### config.mk
export PLATFORM = sky130hd
export DESIGN_NAME = logic_pod_ram_write_arbiter
export DESIGN_NICKNAME = d
export VERILOG_FILES = /design/src/rtl/logic_pod_pkg.sv /design/src/rtl/logic_pod_wr_skid_buffer.sv /design/src/rtl/logic_pod_ram_write_arbiter.sv
export SDC_FILE = /design/constraint.sdc
export NUM_CORES = 1
export LEC_CHECK = 0
export ABC_AREA = 0
export CORE_AREA = 5 5 226 228
export CTS_CLUSTER_DIAMETER = 80
export DETAILED_ROUTE_END_ITERATION = 16
export DIE_AREA = 0 0 231 233
export PLACE_DENSITY = 0.65
export SETUP_SLACK_MARGIN = 0.02
export SLEW_MARGIN = 0
export SYNTH_ARGS = -nofsm -noshare
export SYNTH_HDL_FRONTEND = slang
export SYNTH_SLANG_ARGS = --single-unit
export TNS_END_PERCENT = 1
### constraint.sdc
create_clock -name clk_ram_2x -period 3.6 [get_ports clk_ram_2x]
set_input_delay 0.72 -clock clk_ram_2x [delete_from_list [all_inputs] [get_ports clk_ram_2x]]
set_output_delay 0.72 -clock clk_ram_2x [all_outputs]
set_load 0.1 [all_outputs]
### src/rtl/logic_pod_pkg.sv
// Shared types and widths for the logic-pod capture to DDR write path.
package logic_pod_pkg;
  localparam int LA_DATA_WIDTH = 128;
  localparam int LA_ADDR_WIDTH = 29;
  localparam int NUM_PODS      = 2;

  typedef enum logic [1:0] {IDLE, ADDR, CMD, DATA} arb_state_e;

  typedef struct packed {
    logic                     last;
    logic [LA_DATA_WIDTH-1:0] data;
  } wr_word_t;
endpackage

### src/rtl/logic_pod_wr_skid_buffer.sv
// Two-entry FIFO between the pod data FIFO read port and the DDR write stream.
module logic_pod_wr_skid_buffer
  import logic_pod_pkg::*;
(
  input  logic       clk,
  input  logic       rst_n,
  input  logic       push_i,
  input  wr_word_t   push_word_i,
  input  logic       pop_i,
  output wr_word_t   head_o,
  output logic       valid_o,
  output logic [1:0] occ_o
);
  wr_word_t   mem_q [2];
  logic       wr_ptr_q, rd_ptr_q, valid_q;
  logic [1:0] occ_q, occ_d;
  logic       do_pop;

  assign do_pop = pop_i & valid_q;
  assign occ_d  = 2'(occ_q + {1'b0, push_i} - {1'b0, do_pop});

  always_ff @(posedge clk or negedge rst_n) begin
    if (!rst_n) begin
      mem_q[0] <= '0;
      mem_q[1] <= '0;
      wr_ptr_q <= 1'b0;
      rd_ptr_q <= 1'b0;
      occ_q    <= 2'd0;
      valid_q  <= 1'b0;
    end else begin
      if (push_i) begin
        mem_q[wr_ptr_q] <= push_word_i;
        wr_ptr_q        <= ~wr_ptr_q;
      end
      if (do_pop) rd_ptr_q <= ~rd_ptr_q;
      occ_q   <= occ_d;
      valid_q <= (occ_d != 2'd0);
    end
  end

  assign head_o  = mem_q[rd_ptr_q];
  assign valid_o = valid_q;
  assign occ_o   = occ_q;
endmodule

### src/rtl/logic_pod_ram_write_arbiter.sv
// Round-robins whole bursts from two logic-pod FIFO pairs onto one DDR command/write-data port.
module logic_pod_ram_write_arbiter
  import logic_pod_pkg::*;
#(
  parameter int BURST_WORDS = 8,
  parameter int ADDR_WIDTH  = LA_ADDR_WIDTH
) (
  input  logic                                    clk_ram_2x,
  input  logic                                    rst_n,
  input  logic                                    ram_ready,
  input  logic                                    enable,
  output logic [NUM_PODS-1:0]                     la_addr_rd_en,
  input  logic [NUM_PODS-1:0][ADDR_WIDTH-1:0]     la_addr_rd_data,
  input  logic [NUM_PODS-1:0][7:0]                la_addr_rd_size,
  output logic [NUM_PODS-1:0]                     la_data_rd_en,
  input  logic [NUM_PODS-1:0][LA_DATA_WIDTH-1:0]  la_data_rd_data,
  input  logic [NUM_PODS-1:0][9:0]                la_data_rd_size,
  output logic                                    cmd_valid,
  input  logic                                    cmd_ready,
  output logic [ADDR_WIDTH-1:0]                   cmd_addr,
  output logic                                    wr_valid,
  input  logic                                    wr_ready,
  output logic [LA_DATA_WIDTH-1:0]                wr_data,
  output logic                                    wr_last,
  output logic                                    busy,
  output logic [NUM_PODS-1:0][31:0]               burst_count
);
  localparam int             CW       = $clog2(BURST_WORDS) + 1;
  localparam logic [CW-1:0]  BURST    = CW'(BURST_WORDS);
  localparam logic [CW-1:0]  LAST_POP = CW'(BURST_WORDS - 1);

  arb_state_e                    state_q;
  logic                          grant_q, ptr_q, grant_d;
  logic [ADDR_WIDTH-1:0]         cmd_addr_q;
  logic [CW-1:0]                 pops_q;
  logic                          inflight_q, inflight_last_q;
  logic [NUM_PODS-1:0][31:0]     burst_cnt_q;
  logic [NUM_PODS-1:0]           elig;
  logic                          idle_go, data_pop, deq, buf_valid;
  logic [1:0]                    occ;
  logic [2:0]                    fill;
  wr_word_t                      head, push_word;

  for (genvar i = 0; i < NUM_PODS; i++) begin : g_elig
    assign elig[i] = (la_addr_rd_size[i] != 8'd0) && (la_data_rd_size[i] >= 10'(BURST_WORDS));
  end

  // Pointer pod wins ties; otherwise whichever pod is eligible.
  assign grant_d = elig[ptr_q] ? ptr_q : ~ptr_q;
  assign idle_go = (state_q == IDLE) && ram_ready && enable && (|elig);
  assign la_addr_rd_en = idle_go ? (NUM_PODS'(1) << grant_d) : '0;

  assign wr_valid = (state_q == DATA) && buf_valid;
  assign deq      = wr_valid && wr_ready;
  // Slots still claimed after this cycle's departure; a pop now lands next cycle.
  assign fill     = 3'({1'b0, occ} - {2'b0, deq} + {2'b0, inflight_q});
  assign data_pop = (state_q == DATA) && (pops_q < BURST) && (fill < 3'd2);
  assign la_data_rd_en = data_pop ? (NUM_PODS'(1) << grant_q) : '0;

  assign push_word = '{last: inflight_last_q, data: la_data_rd_data[grant_q]};

  logic_pod_wr_skid_buffer u_skid (
    .clk        (clk_ram_2x),
    .rst_n      (rst_n),
    .push_i     (inflight_q),
    .push_word_i(push_word),
    .pop_i      (deq),
    .head_o     (head),
    .valid_o    (buf_valid),
    .occ_o      (occ)
  );

  always_ff @(posedge clk_ram_2x or negedge rst_n) begin
    if (!rst_n) begin
      state_q         <= IDLE;
      grant_q         <= 1'b0;
      ptr_q           <= 1'b0;
      cmd_addr_q      <= '0;
      pops_q          <= '0;
      inflight_q      <= 1'b0;
      inflight_last_q <= 1'b0;
      burst_cnt_q     <= '0;
    end else begin
      inflight_q      <= data_pop;
      inflight_last_q <= data_pop && (pops_q == LAST_POP);
      case (state_q)
        IDLE: if (idle_go) begin
          grant_q <= grant_d;
          state_q <= ADDR;
        end
        ADDR: begin
          cmd_addr_q <= la_addr_rd_data[grant_q];
          state_q    <= CMD;
        end
        CMD: if (cmd_ready) begin
          pops_q  <= '0;
          state_q <= DATA;
        end
        DATA: begin
          if (data_pop) pops_q <= pops_q + CW'(1);
          if (deq && head.last) begin
            burst_cnt_q[grant_q] <= burst_cnt_q[grant_q] + 32'd1;
            ptr_q                <= ~grant_q;
            state_q              <= IDLE;
          end
        end
        default: state_q <= IDLE;
      endcase
    end
  end

  assign cmd_valid   = (state_q == CMD);
  assign cmd_addr    = cmd_addr_q;
  assign wr_data     = head.data;
  assign wr_last     = head.last && wr_valid;
  assign busy        = (state_q != IDLE);
  assign burst_count = burst_cnt_q;
endmodule

# After elaboration in Yosys (flattened, before gate mapping)
# Index checks and enable logic that the tools add are counted.
# op_classes
bitwise_logic,7
reduce_logical,25
shifts,2
n_lt_le_gt_ge,10
addsub,6
eq_ne,8
n_mux,27
# ops
operator,count
129-bit two-way mux,4
258-bit bitwise mux,1
128-bit two-way mux,2
129-bit demux with 1-bit select,1
32-bit two-way mux,3
64-bit bitwise mux,1
29-bit two-way mux,2
"32-bit by 1-bit adder with 32-bit output, second input constant",1
32-bit demux with 1-bit select,1
"10-bit by 4-bit greater-or-equal comparator with 1-bit output, second input constant",2
8-bit nonzero test,2
1-bit logical AND,14
2-bit two-way mux,5
4-bit two-way mux,2
2-bit case mux with 4 select lines,1
4-bit case mux with 2 select lines,1
3-bit AND reduction,2
2-bit nonzero test,3
"4-bit by 1-bit adder with 4-bit output, second input constant",1
"2-bit equality test, second input constant",2
"4-bit by 3-bit equality test with 1-bit output, second input constant",1
"2-bit greater-or-equal comparator, second input constant",2
"1-bit by 2-bit < comparator with 1-bit output, second input constant",2
"4-bit < comparator, second input constant",1
18 further kinds,28
# totals
out_inout_bits,229
ff_bits,366
wordCells,102
in_bits,356

# Logic depth before layout (Yosys ltp)
# Gate-level depths: netlist of the first run.
# logic_depth
word_depth,9
mapped_depth,13
depth_no_buf,11

# Modules after synthesis
# A second synthesis of the first run with hierarchy kept.
# hier_totals
cells_unflattened,1355
hier_area_um2,18629.1
# modules_own_cells
mod,area_each_um2,cells_per_inst,seq_area_each_um2,instances
logic_pod_wr_skid_buffer,11813.8,706,6581.3,1
logic_pod_ram_write_arbiter,6815.3,649,2577.5,1

# Worst setup path after synthesis of the first run
# Ideal clock, no wire load.
# synth_path
kind,flip-flop to output port
from,register state_q[0]
to,output port la_data_rd_en[0]
path_stages_with_launch,11
path_buffers,2
t_arrival_ns,4.941
path_slack_ns,-2.061
required_ns,2.880
cell_sequence,dfrtp_1 ha_1 buf_4 nand3_1 buf_2 inv_1 ha_1 nand2b_1 fa_1 xor2_1 nor4_1
# synth_between
elab_chain_cells,8
elab_cells_between_ends,9
cone_classes,2 x add/sub; 1 x order compare; 1 x eq/ne; 1 x mux; 4 x reduce/logical
# synth_rtl
element,line_no,rtl
from (decl),logic_pod_ram_write_arbiter.sv:32,arb_state_e state_q;
from (signal assigned),logic_pod_ram_write_arbiter.sv:75,state_q <= IDLE;
from (signal assigned),logic_pod_ram_write_arbiter.sv:89,state_q <= ADDR;
from (signal assigned),logic_pod_ram_write_arbiter.sv:93,state_q <= CMD;
2-bit equality test *,"logic_pod_ram_write_arbiter.sv:53, logic_pod_ram_write_arbiter.sv:57",
1-bit logical AND,logic_pod_ram_write_arbiter.sv:53,assign wr_valid = (state_q == DATA) && buf_valid;
1-bit logical AND,logic_pod_ram_write_arbiter.sv:54,assign deq = wr_valid && wr_ready;
2-bit by 1-bit subtractor with 3-bit output,logic_pod_ram_write_arbiter.sv:56,"assign fill = 3'({1'b0, occ} - {2'b0, deq} + {2'b0, inflight_q});"
3-bit by 1-bit adder with 3-bit output,logic_pod_ram_write_arbiter.sv:56,
3-bit by 2-bit < comparator with 1-bit output,logic_pod_ram_write_arbiter.sv:57,assign data_pop = (state_q == DATA) && (pops_q < BURST) && (fill < 3'd2);
1-bit logical AND *,logic_pod_ram_write_arbiter.sv:57,
2-bit two-way mux *,logic_pod_ram_write_arbiter.sv:58,assign la_data_rd_en = data_pop ? (NUM_PODS'(1) << grant_q) : '0;
to (decl),logic_pod_ram_write_arbiter.sv:15,"output logic [NUM_PODS-1:0] la_data_rd_en,"
# Every way passes the cells marked *; elsewhere a longest branch is shown, timed or not.

# Worst setup path after layout of the first run
# layout_path
from,register state_q[1]
to,output port la_data_rd_en[0]
# Same word-level chain as after synthesis.

==> results of run 1 <==
[path summary, 6_finish.rpt]
path	startpoint	end
max	state_q[1]	la_data_rd_en[0]
min reg2reg	burst_count[63]	burst_count[63]
min	rst_n	u_skid.mem_q[154]
max reg2reg	state_q[1]	pops_q[2]
min in group clk_ram_2x	burst_count[63]	burst_count[63]
max in group asynchronous	rst_n	u_skid.mem_q[123]
[worst max-delay path, cell delays in order, from the launching register on]
cell,delay [ns]
dfrtp_1,0.39
ha_2,0.20
nand3_2,0.07
inv_1,0.04
ha_1,0.27
nand2b_4,0.14
fa_2,0.38
xor2_4,0.19
nor4_4,0.28
buf_12,0.22
[synthesized netlist by cell type (3+ instances only)]
cell type / number / area [µm²]
dfrtp_1: 366 / 9159
nor2_1: 191 / 716.9
nand2_1: 167 / 626.9
mux2i_1: 163 / 1632
a21oi_1: 162 / 810.8
o21ai_0: 137 / 685.7
mux2_2: 132 / 1486
clkbuf_1: 75 / 281.5
xor2_1: 40 / 350.3
nand3_1: 30 / 150.1
xnor2_1: 27 / 236.5
buf_2: 23 / 115.1
nand4_1: 12 / 75.07
inv_1: 11 / 41.29
ha_1: 9 / 112.6
nor4_1: 9 / 56.30
nor3_1: 7 / 35.03
and2_1: 6 / 37.54
nand3b_1: 6 / 45.04
nand4b_1: 6 / 52.55
a22oi_1: 4 / 30.03
buf_4: 4 / 30.03
nor2b_1: 4 / 25.02
nand2b_1: 3 / 18.77
nor4_4: 3 / 63.81
[timing repair]
item,in CTS,in global routing
hold buffers,0,0
pin swaps,5,5
resized for setup,6,2
setup endpoints to repair,2,2
buffers inserted,2,1
[state kept, by name (all words and copies together), names as in the netlist]
name,flops
u_skid.mem_q,258
burst_count,64
cmd_addr,29
pops_q,4
state_q,2
u_skid.occ_o,2
grant_q,1
inflight_last_q,1
inflight_q,1
ptr_q,1
u_skid.rd_ptr_q,1
u_skid.valid_o,1
u_skid.wr_ptr_q,1
[per-layer routing]
| metal | vias up | share of wire | track usage |
|---|---|---|---|
| met5 | - | 0 | 0 |
| met4 | 0 | 0.027 | 0.05368 |
| met3 | 83 | 0.080 | 0.06065 |
| met2 | 472 | 0.50 | 0.3336 |
| met1 | 6751 | 0.39 | 0.2270 |
| li1 | 6804 | - | - |
[final cells by class]
class                           count  area share
Clock inverter                     15    0.004760
Clock buffer                       56     0.04655
Sequential cell                   366      0.3671
Inverter                           12    0.001804
Timing Repair Buffer              605      0.2333
Tap cell                          622     0.03117
Antenna cell                        1   0.0001002
Multi-Input combinational cell   1169      0.3152
[kinds of logic after synthesis]
kind of cell               synth area share
and+or+nand+nor                      0.1256
buffers and inverters               0.02877
muxes                                0.1788
DFF                                  0.5252
AOI/OAI and AO/OA                    0.1004
adders and majority gates          0.007606
xor gates and xnor gates            0.03365
[per-stage QoR]
step,instance area [µm²],TNS [ns],hold slack (ns),util
final,24970,0,0.1466,0.5133
after global routing,24970,0,0.1606,0.5133
after detailed placement,23630,-0.01653,0.4633,0.4856
after CTS,24950,0,0.1423,0.5128
after global placement,23630,-0.0009810,0.4578,0.4856
after floorplan,17480,-0.5897,0.4244,-
==> results.tsv, run 1 <==
stage	metric	value	unit
outcome	status	complete, no violations	
finish	regArea	0.009166	mm²
route	ant_nets	0	
setup_path	endpoint_kind	primary output	
timing	slew_violations	0	
flow_run	maxCapViolCount	0	
global_route	antenna_found_initial	1	
setup_path	path_max_fanout	3	
finish	multi_input_area	0.007871	mm²
die	dieArea	0.05382	mm²
timing	worstMarginPinSlew	1.029	ns
placement	placedCellCount	2771	
clocking	cts_tree	built	
yosys	synth_flop_cell	dfrtp_1	
clocking	path_clk_slew	0.06	ns
global_route	grt_use_total	0.1908	
hold_path	min_path_type	input pin to asynchronous set/reset pin	
yosys	yosysWarnings	0	
route	drcViolationCount	0	
placement	dp_hpwl	39920	µm
route	viasPerCell	4.958	
clocking	cts_buffers	40	
global_route	grt_pass1_vias	14820	
timing	setup_slack	0.1396	ns
setup_path	cp.required	2.88	ns
finish	final_cell_mix	419 x clkdlybuf4s50_1, 364 x dfrtp_1, 191 x nor2_1	
global_route	grt_pass1_wl	82400	µm
clocking	clockBufferDepth	3	
timing	slew-limit-headroom	0.3120	
finish	fin_nets	2560	
yosys	synth.net_count	2019	
global_route	grt_max_degree	110	
yosys	synthArstFlopShare	1.000	
setup_path	r2r_cells	11	
setup_path	worst_ep_arrival_time	2.74	ns
yosys	synth_cell_types	63	
timing	finalCritPeriodShare	0.9612	
die	num_rows	81	
yosys	syn_area	0.01744	mm²
timing	clock.fmax	0.2890	GHz
die	coreArea	0.04865	mm²
yosys	postSynthCellCount	1653	
clocking	clockRootBuffer	clkbuf_16	
timing	finalCriticalPeriod	3.460	ns
finish	area_growth	43.19	%
placement	io_buffers	578	
clocking	htreeDepth	2	
placement	post-place-ws	-0.01174	ns
die	start_util	0.3585	
yosys	synth-edff-count	0	
route	vias	14110	
timing	worst_clock_skew	0.02593	ns
route	routed_wl	53370	µm
finish	finalNonFillerCells	2846	
die	die_x	231	µm
route	drt_iter0_drc	625	
finish	final_common_cell	clkdlybuf4s50_1	
route	first_pass_iters	5	
finish	drive_above_1_share	0.1880	
die	die_h	233	µm
timing	setup_violations	0	
timing	hold_violations	0	
route	wl_per_cell	18.75	µm
timing	rsz0062_at_grt	false	
clocking	cts.sinks	366	
setup_path	worstSetupPathType	register to primary output	
setup_path	crit_path_start_kind	register	
placement	gp_congestion	0.8378	
global_route	grt_overflow	0	
yosys	ys_ff_latch	366	
die	ios	585	
clocking	insertion_delay	0.56	ns
yosys	syn-mean-instance-area	10.55	µm²
finish	fillCellCount	4349	
setup_path	r2r_slack	0.84	ns
yosys	seq_area_frac_synth	0.5252	
Power of run 1 is left out: the tool's default activity adds up to more than one toggle a clock period on the data nets, which glitch-free logic cannot reach.
==> run 2, diff against run 1 <==
--- a/config.mk
+++ b/config.mk
@@ -7,7 +7,6 @@
 export LEC_CHECK = 0
 export ABC_AREA = 0
 export CORE_AREA = 5 5 226 228
-export CTS_CLUSTER_DIAMETER = 80
 export DETAILED_ROUTE_END_ITERATION = 16
 export DIE_AREA = 0 0 231 233
 export PLACE_DENSITY = 0.65
==> results of run 2 <==
Same layout as run 1: the final DEF is identical, and so are final timing and power.
Power of run 2 is left out for the same reason.
==> run 3, diff against run 2 <==
--- a/config.mk
+++ b/config.mk
@@ -9,6 +9,7 @@
 export CORE_AREA = 5 5 226 228
 export DETAILED_ROUTE_END_ITERATION = 16
 export DIE_AREA = 0 0 231 233
+export HOLD_SLACK_MARGIN = 0.1
 export PLACE_DENSITY = 0.65
 export SETUP_SLACK_MARGIN = 0.02
 export SLEW_MARGIN = 0
==> results of run 3 <==
Same layout as run 1: the final DEF is identical, and so are final timing and power.
Power of run 3 is left out for the same reason.
